$ cat config.mk
export PLATFORM = sky130hd
export DESIGN_NAME = addr_gen
export DESIGN_NICKNAME = d
export VERILOG_FILES = /design/src/rtl/addr_gen.sv
export SDC_FILE = /design/constraint.sdc
export NUM_CORES = 1
export LEC_CHECK = 0
export CAP_MARGIN = 5
export CORE_MARGIN = 2
export CORE_UTILIZATION = 50
export DETAILED_ROUTE_END_ITERATION = 12
export GPL_TIMING_DRIVEN = 0
export PLACE_DENSITY = 0.76
export SLEW_MARGIN = 40
export SYNTH_ARGS = -nofsm -noshare
export SYNTH_HDL_FRONTEND = slang
export SYNTH_SLANG_ARGS = --single-unit
export TNS_END_PERCENT = 10
$ cat constraint.sdc
create_clock -name clk -period 2.4 [get_ports clk]
set_input_delay 0.48 -clock clk [delete_from_list [all_inputs] [get_ports clk]]
set_output_delay 0.48 -clock clk [all_outputs]
set_load 0.02 [all_outputs]
$ cat src/rtl/addr_gen.sv
// Address generator: fetches the 16-bit reset vector from FFFC/FFFD, then
// drives the address bus from PC, MAR or the previous cycle's address.
//
// state | meaning
// RV_LO | address FFFC on the bus, capture vector low byte into PC[7:0]
// RV_HI | address FFFD on the bus, capture vector high byte into PC[15:8]
// RUN   | normal operation, address from PC / MAR / previous address
module addr_gen (
   input  logic        clk,
   input  logic        rst,
   input  logic        rdy,
   input  logic [7:0]  db,
   input  logic        adr,
   input  logic        prv,
   input  logic        inc,
   input  logic        lpc,
   input  logic        mlo,
   input  logic        mhi,
   input  logic        minc,
   input  logic        lco,
   output logic [15:0] a,
   output logic [15:0] pc,
   output logic [15:0] mar,
   output logic        vld,
   output logic        pgx
);

   typedef enum logic [1:0] {
      RV_LO = 2'd0,
      RV_HI = 2'd1,
      RUN   = 2'd2
   } state_t;

   state_t      state;
   state_t      state_nxt;
   logic [15:0] ap;
   logic        run;

   assign run = (state == RUN);

   always_ff @(posedge clk or posedge rst) begin
      if (rst) begin
         state <= RV_LO;
      end else if (rdy) begin
         state <= state_nxt;
      end
   end

   always_comb begin
      state_nxt = state;
      case (state)
         RV_LO:   state_nxt = RV_HI;
         RV_HI:   state_nxt = RUN;
         RUN:     state_nxt = RUN;
         default: state_nxt = RV_LO;
      endcase
   end

   // Bus select is purely from registers and the mux controls; DB never reaches A.
   always_comb begin
      a   = 16'hFFFC;
      vld = 1'b0;
      case (state)
         RV_LO: a = 16'hFFFC;
         RV_HI: a = 16'hFFFD;
         RUN: begin
            vld = 1'b1;
            if (prv)      a = ap;
            else if (adr) a = mar;
            else          a = pc;
         end
         default: a = 16'hFFFC;
      endcase
   end

   always_ff @(posedge clk or posedge rst) begin
      if (rst) begin
         ap <= 16'h0000;
      end else if (rdy) begin
         ap <= a;
      end
   end

   always_ff @(posedge clk or posedge rst) begin
      if (rst) begin
         pc <= 16'h0000;
      end else if (rdy) begin
         case (state)
            RV_LO: pc[7:0]  <= db;
            RV_HI: pc[15:8] <= db;
            RUN: begin
               if (lpc)      pc <= mar;
               else if (inc) pc <= pc + 16'd1;
            end
            default: pc <= pc;
         endcase
      end
   end

   // Low byte increments wrap within the page; the carry is applied separately via lco.
   always_ff @(posedge clk or posedge rst) begin
      if (rst) begin
         mar <= 16'h0000;
      end else if (rdy && run) begin
         if (mlo)       mar[7:0] <= db;
         else if (minc) mar[7:0] <= mar[7:0] + 8'd1;
         if (mhi)       mar[15:8] <= db;
         else if (lco)  mar[15:8] <= mar[15:8] + 8'd1;
      end
   end

   always_ff @(posedge clk or posedge rst) begin
      if (rst) begin
         pgx <= 1'b0;
      end else if (rdy) begin
         pgx <= run && lco && !mhi;
      end
   end

endmodule
---- Word level (Yosys, flattened, before mapping) ----
Cells that the tools add are included.
operators by class
  equality and inequality tests ........... 3
  multiplexer cells ....................... 13
  add/sub/neg operators ................... 3
  reductions and logical operators ........ 14
operators with widths
  cell                   number
  $mux 16                4
  $mux 8                 4
  $pmux 16 s2            1
  $pmux 8 s2             2
  $add 16x1->16 const B  1
  $add 8x1->8 const B    2
  $reduce_bool 2->1      4
  $reduce_and 3->1       2
  $pmux 2 s2             1
  $reduce_and 2->1       2
  $logic_and 1x1->1      3
  $ne 3x3->1 const B     1
  $eq 2x1->1 const B     1
  $eq 2x2->1 const B     1
  $logic_not 2->1        1
  $reduce_or 2->1        1
  $logic_not 1->1        1
  $mux 1                 1
storage, ports and cells
  register bits after elaboration ......... 51
  input bits .............................. 19
  output and inout bits ................... 50
  logic and storage cells ................. 40

---- Longest topological paths before layout ----
  depth after elaboration ................. 4
  mapped depth ............................ 8
  depth with buffers taken out ............ 6

---- Least setup slack after synthesis ----
OpenSTA, ideal clock, no wires.
  path type ............................... reg-to-output
  from .................................... reg state[0]
  to ...................................... out a[0]
  stages on the path, launching flop included .. 8
  buffers on the path ..................... 3
  arrival ................................. 1.633 ns
  required time ........................... 1.920 ns
  slack ................................... 0.287 ns
  cell sequence ........................... dfrtp_1 inv_1 ha_1 buf_4 buf_6 buf_2 nand3_1 nand2_1
between the ends
  word-level cells in the longest chain between the ends .. 2
  elaborated cells between the ends (all ways) .. 3
  classes of those cells .................. eq/ne (2); mux (1)
RTL lines
  element                                   line  source
  from (decl)                               34    state_t state;
  from (signal assigned)                    45    state <= state_nxt;
  $eq 2x2->1 or $eq 2x1->1 (tied branches)  63    case (state)
  $pmux 16 s2 *                             63
  to (decl)                                 21    output logic [15:0] a,
Mark *: on every way between the ends. The rest lies on a longest branch, timed or not.

---- Worst setup path after layout ----
Same ends and word-level chain as after synthesis.

==> results.md <==
- Bufs on Longest Clock Path: 2
- Max_slew headroom: 64.3%
- Min cycle time layout: 2.33 ns
- Initial antenna violation count: 0
- Worst EP required: 1.92 ns
- WL per Instance: 18.3 µm
- Mapped Avg Cell Area: 8.16 µm²
- Core area: 0.00679 mm²
- Vias: 3706
- RSZ-0062 raised after global routing: true
- Mapped Nets: 456
- Filler cells: 604
- Drt first pass iters: 5
- Post-DP HPWL: 8290 µm
- Final WS setup: 0.0675 ns
- Setup CP Type: reg -> out
- First-pass GRT wire length: 17300 µm
- Total GRT Usage: 29.0%
- Worst-path maximum fanout: 12
- H-tree lvl count: 2
- Post-layout nets: 538
- Clock share of power: 8.6%
- Leak pwr: 1.86 nW
- Die X-Extent: 87.8 µm
- Synth Warn #: 0
- HP Class: in -> async
- Crit-path cells: inv_2 > ha_4 > buf_8 > buf_6 > nand3_1 > nand2_1 > clkdlybuf4s15_2
- Power Total: 0.00619 W
- Hold Buf Count CTS: 0
- Post-synth ARST share: 100%
- CP arrival: 1.85 ns
- Iter 0 DRT Violations: 304
- Total negative slack: 0 ns
- CTS Root Cell: clkbuf_8
- DIE HEIGHT: 87.8 µm
- Die area: 0.00770 mm²
- Sw Share: 47.8%
- Fin Clk Skew: 0.0114 ns
- Residual DRC count: 0
- Critical path's slowest cell: dfrtp_1
- GP Congestion: 0.930
- Crit start category: flop
- P_int: 0.00323 W
- Worst-Skew Late Latency: 0.31 ns
- Largest net degree at the start of global routing: 38
- Cell variety after synth: 59
- # IOs: 69
- # clock sinks: 51
- Grt ovf: 0
- Vias in the first global route: 3393
- Row count: 30
- Final period utilization: 97.2%
- Seq/Total Area, Yosys: 36.4%
- Routed Antenna Nets: 0
- EDFF count, synth: 0
- Starting Density: 51.6%
- Yosys reg bits: 51
- Final Hold Viols: 0
- Final WL: 11100 µm
- Fin. max-slew vios: 0
- Status: complete, no violations
- CTS tree: done
- Worst-Margin Slew: 0.535 ns
- F_max: 0.429 GHz
- CTS Buf Count: 5
- Combinational power share: 62.2%
- Port-buffer cells: 66
- Syn Std Cell Area: 0.00351 mm²
- Psw: 0.00296 W
- Power Density: 1360 mW/mm²
- Vias per inst: 6.10
- Cells after Synth: 430
- Worst VDD drop: 0.000810 V
- Pre-CTS setup slack: -0.475 ns
- Crit. End Element: primary output
- Max-capacitance violation count: 0
- Crit path largest cell delay: 0.41 ns
- Area Growth Syn to Fin: 29.7%
- Final setup fails: 0
- Fraction of layout cells with a size suffix above 1: 14.1%
- Primary FF master, synth: dfrtp_1
- # diodes: 0
- Register share of total power: 29.2%
- Worst-path clk slew: 0.10 ns
-- kinds of logic (layout without fill, tap and decap cells) --
family,after synthesis,in the layout,share of synthesized area [%]
buf+inv,47,129,6.31
fa+ha+maj,7,7,2.50
mux,22,22,6.35
flops,51,51,36.4
simple gates,165,165,22.7
xor+xnor,1,1,0.250
compound gates,137,137,25.5
-- state kept, by name, indices dropped and copies added (netlist names) --
name	flops
pgx	1
pc	16
mar	16
state	2
ap	16
-- synthesized netlist by cell type (all sizes together) (2+ instances only) --
cell / number / area (µm²)
nand2: 62 / 235
dfrtp: 51 / 1280
o21ai: 48 / 240
nor2: 40 / 150
a31oi: 24 / 150
buf: 21 / 124
mux2i: 20 / 200
a21oi: 19 / 98.9
clkbuf: 14 / 52.6
inv: 12 / 45.0
nand3: 12 / 60.1
nand4: 9 / 71.3
nor2b: 9 / 56.3
nor3: 8 / 40.0
ha: 7 / 87.6
and3: 6 / 37.5
a22oi: 5 / 37.5
nand2b: 5 / 31.3
a311oi: 4 / 35.0
and4: 4 / 37.5
nor4: 4 / 31.3
o22ai: 4 / 25.0
a211oi: 3 / 22.5
a2bb2oi: 3 / 26.3
o211ai: 3 / 27.5
o22a: 3 / 26.3
a311o: 2 / 20.0
a41oi: 2 / 17.5
mux2: 2 / 22.5
nand3b: 2 / 15.0
o221a: 2 / 22.5
o221ai: 2 / 30.0
o2bb2ai: 2 / 17.5
or4: 2 / 18.8
-- cell usage in the layout, fill, tap and decap left out, drive strengths merged, types with 9 or more instances in the layout --
| cell type | instances |
|---|---|
| nand4 | 9 |
| clkdlybuf4s50 | 50 |
| a21oi | 19 |
| a31oi | 24 |
| clkdlybuf4s15 | 15 |
| mux2i | 20 |
| inv | 12 |
| o21ai | 48 |
| nand2 | 62 |
| buf | 32 |
| nor2 | 40 |
| dfrtp | 51 |
| clkbuf | 18 |
| nand3 | 12 |
| nor2b | 9 |
-- stage by stage --
step                cells  util [%]  area, µm²  hold slack [ns]
floorplan             430         -       3510            0.480
global placement      592      63.1       4290            0.491
detailed placement    593      63.4       4310            0.501
CTS                   600      65.8       4470            0.445
global route          608      66.9       4550            0.459
finish                608      66.9       4550            0.439
-- power groups by stage --
stage          sequential (W)  combinational (W)  clock [W]
3_3_place_gp          0.00179            0.00358          0
2_1_floorplan         0.00194            0.00188          0
6_report              0.00181            0.00385   0.000530
4_1_cts               0.00179            0.00371   0.000529
3_5_place_dp          0.00181            0.00363          0
5_1_grt               0.00186            0.00415   0.000568
-- final timing paths --
path / start / endpoint / depth (start not counted) / slack [ns]
min: rst / state[0] / 2 / 0.44
min reg2reg: ap[1] / ap[1] / 1 / 0.53
max in group asynchronous: rst / ap[8] / 3 / 1.50
max: state[0] / a[0] / 7 / 0.07
max reg2reg: state[1] / pc[8] / 7 / 0.53
min in group clk: ap[1] / ap[1] / 1 / 0.53
-- layout make-up --
type                    count  area [µm²]  share of cell area [%]
clock inverters             1        5.00                   0.110
clock buffers               6        82.6                    1.82
multi-input cells         332        2040                    44.8
repair buffers             76         766                    16.8
well taps                  96         120                    2.64
inverters                  12        47.5                    1.05
flip-flops and latches     51        1280                    28.1
plain buffers              34         214                    4.70
-- metal layers --
layer	up-vias	global-route usage, %	wire length [µm]
met3	25	4.24	800
met1	1741	38.8	4650
li1	1738	-	-
met5	-	0	0
met4	0	9.09	272
met2	202	48.7	5380
-- what timing repair did --
item / CTS / global route
buffers inserted: 1 / 8
endpoints found under the setup margin: 16 / 16
pin swaps: 1 / 1
gates resized for setup: 62 / 13
-- critical path, delay by kind of cell, from the launching register on --
kind                       cells  cell delay [ns]
buffers and inverters          4             0.70
and+or+nand+nor                2             0.18
adders and majority gates      1             0.24
DFF                            1             0.41
(Power assumes the default switching activity.)
